**src/rtl/inst_mem_pkg.sv**
```systemverilog
// Shared definitions for the instruction-fetch responder: FSM encoding,
// the faulted-response filler word and the alignment helper.
package inst_mem_pkg;

    typedef enum logic [1:0] {
        IDLE = 2'd0,
        REQ  = 2'd1,
        WAIT = 2'd2,
        RESP = 2'd3
    } state_t;

    localparam logic [31:0] INST_NOP_DATA = 32'h0000_0000;

    // Timeout counter width covers the full TIMEOUT_CYCLES range of 1..65535.
    localparam int TO_W = 16;

    function automatic logic is_misaligned(input logic [31:0] addr);
        return addr[1:0] != 2'b00;
    endfunction

endpackage

```
**src/rtl/inst_mem_responder_if.sv**
```systemverilog
// Fetch-side request/response and instruction-memory read bus seen by the
// responder; the slave modport is the responder's view.
interface inst_mem_responder_if;

    logic        INST_RDEN;
    logic [31:0] INST_RIADDR;
    logic        STALL;
    logic        FLUSH;

    logic        MEM_RDEN;
    logic [31:0] MEM_RADDR;
    logic        MEM_RVALID;
    logic [31:0] MEM_RDATA;
    logic        MEM_RERR;

    logic        INST_RVALID;
    logic [31:0] INST_RADDR;
    logic [31:0] INST_RDATA;
    logic        INST_RERR;

    modport slave (
        input  INST_RDEN, INST_RIADDR, FLUSH, MEM_RVALID, MEM_RDATA, MEM_RERR,
        output STALL, MEM_RDEN, MEM_RADDR, INST_RVALID, INST_RADDR, INST_RDATA, INST_RERR
    );

    modport master (
        output INST_RDEN, INST_RIADDR, FLUSH, MEM_RVALID, MEM_RDATA, MEM_RERR,
        input  STALL, MEM_RDEN, MEM_RADDR, INST_RVALID, INST_RADDR, INST_RDATA, INST_RERR
    );

endinterface

```
**src/rtl/inst_mem_timeout.sv**
```systemverilog
// Clearable wait-cycle counter; tc rises when the count reaches TIMEOUT_CYCLES
// and the count then holds there until cleared.
module inst_mem_timeout
    import inst_mem_pkg::*;
#(
    parameter int unsigned TIMEOUT_CYCLES = 255
) (
    input  logic CLK,
    input  logic RST,
    input  logic clr,
    input  logic inc,
    output logic tc
);

    logic [TO_W-1:0] cnt;

    always_ff @(posedge CLK or posedge RST) begin
        if (RST) begin
            cnt <= '0;
        end else if (clr) begin
            cnt <= '0;
        end else if (inc && !tc) begin
            cnt <= cnt + 1'b1;
        end
    end

    assign tc = (cnt == TO_W'(TIMEOUT_CYCLES));

endmodule

```
**src/rtl/inst_mem_responder.sv**
```systemverilog
// Fetch-port responder: turns accepted fetch requests into single-outstanding
// instruction-memory reads and returns data/address/error to decode.
module inst_mem_responder
    import inst_mem_pkg::*;
#(
    parameter int unsigned TIMEOUT_CYCLES = 255
) (
    input logic                 CLK,
    input logic                 RST,
    inst_mem_responder_if.slave bus
);

    state_t      state;
    logic        drop;
    logic        resp_vld;
    logic        mem_rden;
    logic [31:0] mem_raddr;
    logic [31:0] inst_raddr;
    logic [31:0] inst_rdata;
    logic        inst_rerr;

    logic accept;
    logic to_clr;
    logic to_inc;
    logic to_tc;

    assign accept = ((state == IDLE) || (state == RESP)) && bus.INST_RDEN && !bus.FLUSH;
    assign to_clr = (state == REQ);
    assign to_inc = (state == WAIT) && !bus.MEM_RVALID;

    inst_mem_timeout #(
        .TIMEOUT_CYCLES(TIMEOUT_CYCLES)
    ) u_timeout (
        .CLK (CLK),
        .RST (RST),
        .clr (to_clr),
        .inc (to_inc),
        .tc  (to_tc)
    );

    always_ff @(posedge CLK or posedge RST) begin
        if (RST) begin
            state      <= IDLE;
            drop       <= 1'b0;
            resp_vld   <= 1'b0;
            mem_rden   <= 1'b0;
            mem_raddr  <= '0;
            inst_raddr <= '0;
            inst_rdata <= '0;
            inst_rerr  <= 1'b0;
        end else begin
            mem_rden <= 1'b0;
            resp_vld <= 1'b0;
            case (state)
                IDLE, RESP: begin
                    drop <= 1'b0;
                    if (accept) begin
                        if (is_misaligned(bus.INST_RIADDR)) begin
                            state      <= RESP;
                            resp_vld   <= 1'b1;
                            inst_raddr <= bus.INST_RIADDR;
                            inst_rdata <= INST_NOP_DATA;
                            inst_rerr  <= 1'b1;
                        end else begin
                            state     <= REQ;
                            mem_rden  <= 1'b1;
                            mem_raddr <= bus.INST_RIADDR;
                        end
                    end else begin
                        state <= IDLE;
                    end
                end
                REQ: begin
                    if (bus.FLUSH) drop <= 1'b1;
                    state <= WAIT;
                end
                WAIT: begin
                    if (bus.FLUSH) drop <= 1'b1;
                    // Memory data wins over a timeout landing in the same cycle.
                    if (bus.MEM_RVALID || to_tc) begin
                        state <= RESP;
                        if (!(drop || bus.FLUSH)) begin
                            resp_vld   <= 1'b1;
                            inst_raddr <= mem_raddr;
                            inst_rdata <= (bus.MEM_RVALID && !bus.MEM_RERR) ? bus.MEM_RDATA
                                                                             : INST_NOP_DATA;
                            inst_rerr  <= !bus.MEM_RVALID || bus.MEM_RERR;
                        end
                    end
                end
                default: state <= IDLE;
            endcase
        end
    end

    assign bus.STALL       = (state == REQ) || (state == WAIT);
    assign bus.MEM_RDEN    = mem_rden;
    assign bus.MEM_RADDR   = mem_raddr;
    // A flush presented during RESP still cancels the response going out that cycle.
    assign bus.INST_RVALID = resp_vld && !bus.FLUSH;
    assign bus.INST_RADDR  = inst_raddr;
    assign bus.INST_RDATA  = inst_rdata;
    assign bus.INST_RERR   = inst_rerr;

endmodule

```
**src/flat_wrapper.sv**
```systemverilog
// flat-port wrapper written by rule: the top's interface ports become plain ports
module inst_mem_responder_flat import inst_mem_pkg::*;
#(
    parameter int unsigned TIMEOUT_CYCLES = 255
)
  (CLK, RST, bus_INST_RDEN, bus_INST_RIADDR, bus_FLUSH, bus_MEM_RVALID, bus_MEM_RDATA, bus_MEM_RERR, bus_STALL, bus_MEM_RDEN, bus_MEM_RADDR, bus_INST_RVALID, bus_INST_RADDR, bus_INST_RDATA, bus_INST_RERR);
  inst_mem_responder_if bus_i ();
  input logic CLK;
  input logic RST;
  input wire logic [$bits(bus_i.INST_RDEN)-1:0] bus_INST_RDEN;
  input wire logic [$bits(bus_i.INST_RIADDR)-1:0] bus_INST_RIADDR;
  input wire logic [$bits(bus_i.FLUSH)-1:0] bus_FLUSH;
  input wire logic [$bits(bus_i.MEM_RVALID)-1:0] bus_MEM_RVALID;
  input wire logic [$bits(bus_i.MEM_RDATA)-1:0] bus_MEM_RDATA;
  input wire logic [$bits(bus_i.MEM_RERR)-1:0] bus_MEM_RERR;
  output wire logic [$bits(bus_i.STALL)-1:0] bus_STALL;
  output wire logic [$bits(bus_i.MEM_RDEN)-1:0] bus_MEM_RDEN;
  output wire logic [$bits(bus_i.MEM_RADDR)-1:0] bus_MEM_RADDR;
  output wire logic [$bits(bus_i.INST_RVALID)-1:0] bus_INST_RVALID;
  output wire logic [$bits(bus_i.INST_RADDR)-1:0] bus_INST_RADDR;
  output wire logic [$bits(bus_i.INST_RDATA)-1:0] bus_INST_RDATA;
  output wire logic [$bits(bus_i.INST_RERR)-1:0] bus_INST_RERR;
  assign bus_i.INST_RDEN = bus_INST_RDEN;
  assign bus_i.INST_RIADDR = bus_INST_RIADDR;
  assign bus_i.FLUSH = bus_FLUSH;
  assign bus_i.MEM_RVALID = bus_MEM_RVALID;
  assign bus_i.MEM_RDATA = bus_MEM_RDATA;
  assign bus_i.MEM_RERR = bus_MEM_RERR;
  assign bus_STALL = bus_i.STALL;
  assign bus_MEM_RDEN = bus_i.MEM_RDEN;
  assign bus_MEM_RADDR = bus_i.MEM_RADDR;
  assign bus_INST_RVALID = bus_i.INST_RVALID;
  assign bus_INST_RADDR = bus_i.INST_RADDR;
  assign bus_INST_RDATA = bus_i.INST_RDATA;
  assign bus_INST_RERR = bus_i.INST_RERR;
  inst_mem_responder #(.TIMEOUT_CYCLES(TIMEOUT_CYCLES)) u_core (.CLK(CLK), .RST(RST), .bus(bus_i));
endmodule
```
**config.mk**
```make
export PLATFORM = sky130hd
export DESIGN_NAME = inst_mem_responder_flat
export DESIGN_NICKNAME = d
export VERILOG_FILES = /design/src/rtl/inst_mem_pkg.sv /design/src/rtl/inst_mem_responder_if.sv /design/src/rtl/inst_mem_timeout.sv /design/src/rtl/inst_mem_responder.sv /design/src/flat_wrapper.sv
export SDC_FILE = /design/constraint.sdc
export NUM_CORES = 1
export LEC_CHECK = 0
export CORE_AREA = 3 3 141 156
export CTS_CLUSTER_DIAMETER = 150
export DETAILED_ROUTE_END_ITERATION = 10
export DIE_AREA = 0 0 144 159
export RECOVER_POWER = 25
export SYNTH_ARGS = -nofsm -noshare
export SYNTH_HDL_FRONTEND = slang
export SYNTH_SLANG_ARGS = --single-unit
```
**constraint.sdc**
```tcl
create_clock -name CLK -period 3.75 [get_ports CLK]
set_input_delay 0.375 -clock CLK [delete_from_list [all_inputs] [get_ports CLK]]
set_output_delay 0.375 -clock CLK [all_outputs]
set_load 0.02 [all_outputs]
```
==> impl_summary.log <==
[metrics] run status: complete, no violations
[metrics] prevailing post-synth register cell: sky130_fd_sc_hd__dfrtp_1
[metrics] vias in the first global route: between 3,000 and 4,000
[metrics] count of antenna-violating nets left after detailed routing: 0
[metrics] commonest non-fill, non-tap cells in the layout: sky130_fd_sc_hd__clkdlybuf4s50_1, sky130_fd_sc_hd__dfrtp_1, sky130_fd_sc_hd__mux2_2
[metrics] Worst Setup End Kind: flip-flop
[metrics] effective utilization at floorplan: about a quarter
[metrics] die footprint: 22,900 um2
[metrics] cell accounting for the most synthesized area: sky130_fd_sc_hd__dfrtp_1
[metrics] Slowest cell on crit path: sky130_fd_sc_hd__ha_2
[metrics] asr flop ratio synth: 100%
[metrics] instance count of the mapped netlist: 368
[metrics] half-perimeter wire length after placement: 9470 um
[metrics] Area contributors post-synth: sky130_fd_sc_hd__dfrtp_1, sky130_fd_sc_hd__mux2_2, sky130_fd_sc_hd__a22o_1
[metrics] vertical die dimension: 159 um
[metrics] initial antenna violation count: 0
[metrics] cell chain of the critical path: inv_1, ha_2, nor2b_1, o41ai_4, buf_4, nand4_1, buf_4, mux2_4
[metrics] number of filler cells placed in the layout: 1,948
[metrics] clock latency on the worst-skew pair: 0.41 ns
[metrics] worst endpoint data arrival time: 2.96 ns
[metrics] placeable core region: approximately 21,000 um2
[metrics] layout net count: 612
[metrics] post-cts resize count: 0
[metrics] maximum fanout along the worst path: approximately 40
[metrics] clock slew at reported path FFs: 0.06 ns
[metrics] slew margin rel.: 43.2%
[metrics] end point of the critical path: u_core.bus.INST_RADDR[4]
[metrics] final worst clock skew: between 0.007 and 0.008 ns
[metrics] Register-to-Register Setup Slack: 1.08 ns
[metrics] Inserted Clock Buffers: 17
[metrics] FP Rows: 55
[metrics] Syn Nets: 441
[metrics] RR Endpoint: u_core.bus.INST_RADDR[4]
[metrics] number of port buffers: 169
[metrics] via density per instance: 4.56
[metrics] most used cell, CP: sky130_fd_sc_hd__buf_4
[metrics] final total negative setup slack: 0 ns
[metrics] final worst path period share: 71.3%
[metrics] startpoint types: flip-flop
[metrics] buffers from clock root to sink, at most: 2
[metrics] warnings from Yosys: 0
[metrics] timing startpoint of the critical path: u_core.state[0]
[metrics] WS Path Type: flip-flop to flip-flop
[metrics] post-synthesis average cell area: 13.9 um2
[metrics] Clock Sink Count: 118
[metrics] sequential cell area fraction in the yosys report: 57.8%
[metrics] final wirelength: 13,800 um
[metrics] Finish-stage setup viols: 0
[metrics] violation count after the first detailed-route iteration: between 150 and 200
[metrics] drt wl/cell: around 17 um
[metrics] slew of the pin with the lowest slew margin: 0.844 ns
[metrics] die width: 144 um
[metrics] Critical R2R Launch: u_core.state[0]
[metrics] count of max-cap constraint violations: 0
[metrics] cell at the root of the clock tree: sky130_fd_sc_hd__clkbuf_16
[metrics] Yosys top cell area share: 57.8%
[metrics] flip-flop and latch count after synthesis: 118
[metrics] count of distinct cell types in the synthesized netlist: 39
[metrics] total global routing track utilization: between 10% and 20%
[metrics] achievable clock frequency: 0.374 GHz
[metrics] count of buffers added by post-CTS timing repair for setup: 0
[metrics] first-pass iteration count of the detailed router: 4
[metrics] EDFF count, synth: 0
[metrics] clock tree from TritonCTS: built
[metrics] maximum number of pins on one net before global-route repair: 119
[metrics] number of vias after detailed routing: 3,683
[metrics] number of remaining DRC errors: 0
[metrics] overall overflow remaining after global route: 0
[metrics] final number of max-transition violations: 0
[metrics] highest ir drop seen on vdd: 0.392 mV
[metrics] endpoints failing hold: 0
[metrics] worst min path class: flip-flop to flip-flop
[metrics] global-route wire length before repair: between 20,000 and 25,000 um
[metrics] R2R depth: 8
[metrics] cell area after technology mapping: approximately 5100 um2
[metrics] number of hold buffers added after CTS: 0
[metrics] final hold slack: 0.505 ns
[metrics] Area growth, synth to finish: 50.4%
[metrics] total power divided by cell area: 877 nW/um2
[metrics] global placement routability congestion: 0.730
[metrics] unrepaired setup endpoints after global routing: false
[metrics] standby leakage power: ~0.0033 uW
[metrics] most common library cell in the layout ignoring fill and taps: sky130_fd_sc_hd__clkdlybuf4s50_1
[metrics] I/O pins: 170
[metrics] CTS H-Tree Depth: 4
[metrics] max incr delay on CP: 0.52 ns
[metrics] share of cells above drive strength 1: 25.4%
[metrics] diode count: 0
[metrics] Crit path required time: 4.04 ns
[metrics] Min Clock Period, post-route: 2.67 ns
state kept, by name, indices dropped and copies added (netlist names):
name                   cells
u_core.bus.INST_RADDR     32
u_core.u_timeout.cnt      16
u_core.resp_vld            1
u_core.bus.MEM_RADDR      32
u_core.bus.INST_RDATA     32
u_core.drop                1
u_core.state               2
u_core.bus.INST_RERR       1
u_core.bus.MEM_RDEN        1
report_power, final:
group          switching, uW  internal (uW)
Combinational           1430           1630
Sequential               289           1720
Clock                    596           1070
Total                   2320           4420
cells by family (layout without fill, tap and decap cells):
family,after synthesis,after routing,synth area share [%]
simple gates,55,55,6.32
buf+inv,33,217,2.82
compound gates,57,57,8.84
fa+ha+maj,3,3,0.735
mux,97,97,22.6
flops,118,118,57.8
xor+xnor,5,5,0.858
metrics by stage:
stage | util (%) | instances | total power (uW) | setup slack, ns | cell area, um2
finish | 37.3 | 808 | 6740 | 1.08 | 7680
global route | 37.3 | 808 | 7110 | 0.910 | 7680
CTS | 37.3 | 808 | 6860 | 1.04 | 7680
detailed placement | 34.4 | 776 | 5130 | 1.01 | 7080
global placement | 34.4 | 776 | 5070 | 1.05 | 7080
floorplan | - | 368 | 3870 | 0.246 | 5110
Yosys cell counts (2+ instances only):
| master | count |
|---|---|
| sky130_fd_sc_hd__buf_2 | 4 |
| sky130_fd_sc_hd__nor3_1 | 2 |
| sky130_fd_sc_hd__o21ai_0 | 6 |
| sky130_fd_sc_hd__xnor2_1 | 3 |
| sky130_fd_sc_hd__a22o_1 | 32 |
| sky130_fd_sc_hd__nand4_1 | 4 |
| sky130_fd_sc_hd__nand3_1 | 5 |
| sky130_fd_sc_hd__nor2b_1 | 3 |
| sky130_fd_sc_hd__nand2_1 | 5 |
| sky130_fd_sc_hd__inv_1 | 10 |
| sky130_fd_sc_hd__mux2_4 | 17 |
| sky130_fd_sc_hd__o31ai_1 | 6 |
| sky130_fd_sc_hd__xor2_1 | 2 |
| sky130_fd_sc_hd__dfrtp_1 | 118 |
| sky130_fd_sc_hd__mux2_2 | 79 |
| sky130_fd_sc_hd__nor4_1 | 3 |
| sky130_fd_sc_hd__and2_1 | 2 |
| sky130_fd_sc_hd__a21oi_1 | 9 |
| sky130_fd_sc_hd__or3_1 | 4 |
| sky130_fd_sc_hd__clkbuf_1 | 16 |
| sky130_fd_sc_hd__ha_1 | 3 |
| sky130_fd_sc_hd__buf_6 | 2 |
| sky130_fd_sc_hd__nor2_1 | 11 |
| sky130_fd_sc_hd__and3_1 | 2 |
| sky130_fd_sc_hd__or4_1 | 6 |
routing by layer:
metal	vias up	routed length, um	track usage (%)
met4	0	346	5.05
li1	1694	-	-
met3	21	786	4.39
met5	-	0	0
met1	1860	5550	14.5
met2	108	7130	20.1
critical path, delay by kind of cell, from the launching register on:
kind | cells | cell delay, ns
fa+ha+maj | 1 | 0.52
mux | 1 | 0.34
buf+inv | 3 | 0.73
compound gates | 1 | 0.10
simple gates | 2 | 0.41
flops | 1 | 0.40
layout make-up:
type,instances,area [um2],share of cell area (%)
clock buffers,19,453,5.89
inverters,10,38.8,0.505
repair buffers,175,1750,22.8
well taps,256,320,4.17
multi-input cells,217,2010,26.2
flip-flops and latches,118,2950,38.4
clock inverters,13,155,2.02
worst min path at each step:
stage	start	to	slack [ns]	cells past startpoint
global placement	u_core.drop	u_core.drop	0.48	2
finish	u_core.bus.INST_RDATA[11]	u_core.bus.INST_RDATA[11]	0.50	1
detailed placement	u_core.bus.INST_RDATA[23]	u_core.bus.INST_RDATA[23]	0.49	1
CTS	RST	u_core.bus.MEM_RADDR[28]	0.51	3
floorplan	u_core.drop	u_core.drop	0.46	2
global route	u_core.bus.INST_RDATA[11]	u_core.bus.INST_RDATA[11]	0.51	1
Note: power is estimated with default switching activity, not from simulation.
